==> config.mk <==
export PLATFORM = sky130hd
export DESIGN_NAME = cdb_arbiter
export DESIGN_NICKNAME = d
export VERILOG_FILES = /design/src/rtl/cdb_arbiter.sv
export SDC_FILE = /design/constraint.sdc
export NUM_CORES = 1
export LEC_CHECK = 0
export CAP_MARGIN = 15
export CELL_PAD_IN_SITES_DETAIL_PLACEMENT = 0
export CELL_PAD_IN_SITES_GLOBAL_PLACEMENT = 1
export CORE_UTILIZATION = 24
export CTS_CLUSTER_SIZE = 20
export DETAILED_ROUTE_END_ITERATION = 8
export GPL_TIMING_DRIVEN = 0
export PLACE_DENSITY = 0.78
export SLEW_MARGIN = 20
export SYNTH_ARGS = -nofsm -noshare
export SYNTH_HDL_FRONTEND = slang
export SYNTH_SLANG_ARGS = --single-unit
==> constraint.sdc <==
create_clock -name clk -period 1.6 [get_ports clk]
set_clock_uncertainty 0.1 [all_clocks]
set_input_delay 0.24 -clock clk [delete_from_list [all_inputs] [get_ports clk]]
set_output_delay 0.24 -clock clk [all_outputs]
set_load 0.02 [all_outputs]
==> src/rtl/cdb_arbiter.sv <==
// Round-robin arbiter sharing the registered result broadcast bus between the ALU and the SLB.
// Optional performance counters are enabled by defining CDB_PERF_CNT_EN.
module cdb_arbiter #(
  parameter int unsigned DataWidth = 32
) (
  input  logic                 clk,
  input  logic                 rst,
  input  logic                 flush,
  input  logic                 alu_valid,
  input  logic [DataWidth-1:0] alu_pc,
  input  logic [DataWidth-1:0] alu_data,
  input  logic [DataWidth-1:0] alu_jpc,
  output logic                 alu_ready,
  input  logic                 slb_valid,
  input  logic [DataWidth-1:0] slb_pc,
  input  logic [DataWidth-1:0] slb_data,
  output logic                 slb_ready,
  input  logic                 bus_ready,
  output logic                 bus_valid,
  output logic [DataWidth-1:0] bus_pc,
  output logic [DataWidth-1:0] bus_data,
  output logic [DataWidth-1:0] bus_jpc,
  output logic                 bus_src
`ifdef CDB_PERF_CNT_EN
  ,
  output logic [31:0]          perf_alu_grants,
  output logic [31:0]          perf_slb_grants,
  output logic [31:0]          perf_conflicts
`endif
);

  logic                 bus_valid_q, bus_valid_d;
  logic [DataWidth-1:0] bus_pc_q, bus_pc_d;
  logic [DataWidth-1:0] bus_data_q, bus_data_d;
  logic [DataWidth-1:0] bus_jpc_q, bus_jpc_d;
  logic                 bus_src_q, bus_src_d;
  logic                 last_grant_q, last_grant_d;
  logic                 load_en, grant_alu, grant_slb;

  assign load_en = !bus_valid_q || bus_ready;

  // last_grant_q = 1 means the SLB won last, so the ALU wins the next conflict.
  always_comb begin
    grant_alu = 1'b0;
    grant_slb = 1'b0;
    if (load_en && !flush && !rst) begin
      if (alu_valid && slb_valid) begin
        grant_alu = last_grant_q;
        grant_slb = !last_grant_q;
      end else begin
        grant_alu = alu_valid;
        grant_slb = slb_valid;
      end
    end
  end

  always_comb begin
    bus_valid_d  = bus_valid_q;
    bus_pc_d     = bus_pc_q;
    bus_data_d   = bus_data_q;
    bus_jpc_d    = bus_jpc_q;
    bus_src_d    = bus_src_q;
    last_grant_d = last_grant_q;
    if (flush) begin
      bus_valid_d  = 1'b0;
      last_grant_d = 1'b1;
    end else if (load_en) begin
      bus_valid_d = grant_alu || grant_slb;
      if (grant_alu) begin
        bus_pc_d     = alu_pc;
        bus_data_d   = alu_data;
        bus_jpc_d    = alu_jpc;
        bus_src_d    = 1'b0;
        last_grant_d = 1'b0;
      end else if (grant_slb) begin
        bus_pc_d     = slb_pc;
        bus_data_d   = slb_data;
        bus_jpc_d    = slb_pc + DataWidth'(4);
        bus_src_d    = 1'b1;
        last_grant_d = 1'b1;
      end
    end
  end

  always_ff @(posedge clk) begin
    if (rst) begin
      bus_valid_q  <= 1'b0;
      bus_pc_q     <= '0;
      bus_data_q   <= '0;
      bus_jpc_q    <= '0;
      bus_src_q    <= 1'b0;
      last_grant_q <= 1'b1;
    end else begin
      bus_valid_q  <= bus_valid_d;
      bus_pc_q     <= bus_pc_d;
      bus_data_q   <= bus_data_d;
      bus_jpc_q    <= bus_jpc_d;
      bus_src_q    <= bus_src_d;
      last_grant_q <= last_grant_d;
    end
  end

  assign alu_ready = grant_alu;
  assign slb_ready = grant_slb;
  assign bus_valid = bus_valid_q;
  assign bus_pc    = bus_pc_q;
  assign bus_data  = bus_data_q;
  assign bus_jpc   = bus_jpc_q;
  assign bus_src   = bus_src_q;

`ifdef CDB_PERF_CNT_EN
  logic [31:0] perf_alu_q, perf_slb_q, perf_conf_q;

  // Counters survive flush; only reset clears them.
  always_ff @(posedge clk) begin
    if (rst) begin
      perf_alu_q  <= '0;
      perf_slb_q  <= '0;
      perf_conf_q <= '0;
    end else begin
      if (grant_alu) perf_alu_q <= perf_alu_q + 32'd1;
      if (grant_slb) perf_slb_q <= perf_slb_q + 32'd1;
      if (alu_valid && slb_valid && load_en && !flush) perf_conf_q <= perf_conf_q + 32'd1;
    end
  end

  assign perf_alu_grants = perf_alu_q;
  assign perf_slb_grants = perf_slb_q;
  assign perf_conflicts  = perf_conf_q;
`endif

endmodule

==> metrics <==
status finished, violations left; failing checks negative setup slack; TritonRoute pass-1 iters 7; std cell rows between 40 and 50; Seq cells post-synth 99; cell count after synthesis 500; Final Util 0.494; Port Buffers 264; PwrDens 744 mW/mm^2; Max Cap Violations 0; Clk network pwr share 0.329; setup_tns -2.54 ns; Worst setup SP type register; worst vdd ir between 0.0004 and 0.0005 V; critical path endpoint category primary output; Critical R2R Launch last_grant_q; Placer Congestion around 0.79; Final WS setup -0.111 ns; total wire length approximately 20000 um; Routed Antenna Nets 0; # setup viols final 62; vias in the first global route around 5200; Worst slew margin 0.502; Core ar. 0.0180 mm^2; I/O pins approximately 270; initial core utilization 0.245; sequential-to-total area share from yosys stat 0.450; critical path peak fanout 4; count leader, synth dfxtp_1; crit path from last_grant_q; hold_sp slb_pc[13]; layout cells sized above 1 0.245; Psw roughly 0.0019 W; Via density a little under 5; nets@finish ~1000; Fmax ~580 MHz; Final min period between 1.5 and 2 ns; post-synth cell types 42; Inserted Diodes 0; Synth Flop Type dfxtp_1; synth warn 0; Synth top area share 0.450; Switching Share 0.286; initial antenna violation count 0; CTS Sinks between 90 and 100; pre-CTS setup slack -1.31 ns; GRT overflow 0; DRC 0; Final period util 1.07; Post-synth EDFFs 0; CTS tree done; Async SR Flop Fraction 0; Tot Pwr about 0.0066 W; synth-to-layout area growth 101%; pin count of the biggest net entering global routing 16; Arr. time, crit path 1.37 ns; top cell type by total area after synthesis dfxtp_1; Worst-path clk slew roughly 0.070 ns; placed inst area approximately 0.0073 mm^2; WP data required between 1 and 1.5 ns; Vias 5218; Final Hold Fails 0; RSZ-0062 raised after global routing yes; leakage between 3 and 4 nW; Syn Nets between 600 and 700; wire per inst ~19 um; die width ~140 um; Max clock buf depth 2; Die Ht roughly 140 um; latest clock arrival within the worst-skew pair about 0.34 ns; GRT Util Overall 0.203; Die Area around 0.019 mm^2; post-route cell area between 0.008 and 0.009 mm^2; initial drt markers 300; CTS H-Tree Depth 3; WS Path Type reg -> out; Slew @ Worst Pin between 0.7 and 0.8 ns; combinational cell fraction of total power 0.262; Hold Crit Class in -> reg; fin. max-slew vios 0; Synth top cells by count dfxtp_1, nor2_1, o22ai_1; Clock Tree Root clkbuf_16; TritonCTS Buffers 9; Reg power frac 0.409; synthesized area roughly 0.0044 mm^2; first-pass GRT wire length roughly 29000 um; internal power 0.00472 W; Syn Area/Cell 8.81 um^2; dpl hpwl about 14000 um; main area contributors after synthesis dfxtp_1, o22ai_1, nor2_1
stage by stage:
stage          std cells  hold WS (ns)
2_1_floorplan        500         0.253
3_3_place_gp         993         0.341
3_5_place_dp         993         0.346
4_1_cts             1043         0.262
5_1_grt             1052         0.193
6_report            1052         0.177
kinds of logic (layout without fill, tap and decap cells):
logic type	after synthesis	in the layout	share of synthesized area
simple gates	196	196	0.213
flops	99	99	0.450
mux	1	1	0.00227
fa+ha+maj	1	1	0.00284
buf+inv	48	371	0.0483
xor+xnor	26	26	0.0517
compound gates	129	129	0.232
state kept, by name, summed over array words and instances (netlist names):
name and flops:
bus_data 32, bus_jpc 32, bus_pc 32, bus_src 1, bus_valid 1, last_grant_q 1
worst paths after layout:
check / end / slack [ns] / cells after the start
setup / recovery: slb_ready / -0.11 / 5
hold / removal: bus_pc[13] / 0.18 / 3
setup reg to reg: bus_data[20] / -0.10 / 7
hold reg to reg: bus_jpc[15] / 0.36 / 2
power groups by stage:
stage                     combinational (W)  sequential, W  clock, W
after CTS                           0.00166        0.00270   0.00223
after global placement              0.00152        0.00275         0
after detailed placement            0.00152        0.00275         0
after floorplan                    0.000429        0.00293         0
final                               0.00173        0.00270   0.00217
after global routing                0.00184        0.00272   0.00231
placed cells by master, fill, tap and decap left out, drive strengths merged, types with 2 or more instances in the layout:
| cell | count |
|---|---|
| a211oi | 16 |
| a21boi | 2 |
| a21oi | 6 |
| a222oi | 24 |
| a22oi | 5 |
| a311oi | 11 |
| and3 | 2 |
| buf | 70 |
| clkbuf | 30 |
| clkdlybuf4s15 | 6 |
| clkdlybuf4s50 | 137 |
| clkinv | 3 |
| dfxtp | 99 |
| dlygate4sd2 | 115 |
| dlymetal6s2s | 2 |
| inv | 6 |
| nand2 | 39 |
| nand3 | 16 |
| nand4 | 7 |
| nor2 | 84 |
| nor3 | 42 |
| nor4 | 5 |
| o211ai | 2 |
| o21ai | 2 |
| o22ai | 54 |
| xnor2 | 5 |
| xor2 | 21 |
worst max-delay path, stage by stage, from the launching register on:
cell,delay (ns)
dfxtp_4,0.37
a21boi_2,0.21
nand3_4,0.12
inv_6,0.10
buf_12,0.10
buf_4,0.12
area by class of cell:
| class | count | area [um^2] |
|---|---|---|
| multi-input combinational | 353 | 2730 |
| fill | 1724 | 9090 |
| timing repair buffer | 310 | 3090 |
| sequential | 99 | 1990 |
| buffer | 41 | 472 |
| tap | 229 | 287 |
| clock inverter | 5 | 56.3 |
| clock buffer | 9 | 225 |
| inverter | 6 | 30.0 |
layer usage:
| metal | GRT usage | part of all wire | up-vias | wire (um) |
|---|---|---|---|---|
| met1 | 0.246 | 0.42 | 2474 | 8390 |
| met2 | 0.351 | 0.48 | 212 | 9690 |
| li1 | - | - | 2509 | - |
| met5 | 0 | 0 | - | 0 |
| met3 | 0.0552 | 0.080 | 23 | 1610 |
| met4 | 0.0568 | 0.017 | 0 | 346 |
timing repair:
item,in CTS,in global routing
hold buffers,0,0
gates resized for setup,310,55
pin swaps,87,20
setup endpoints to repair,199,99
setup buffers,32,7
cloned,4,5
Power figures use the tool's default switching activity.
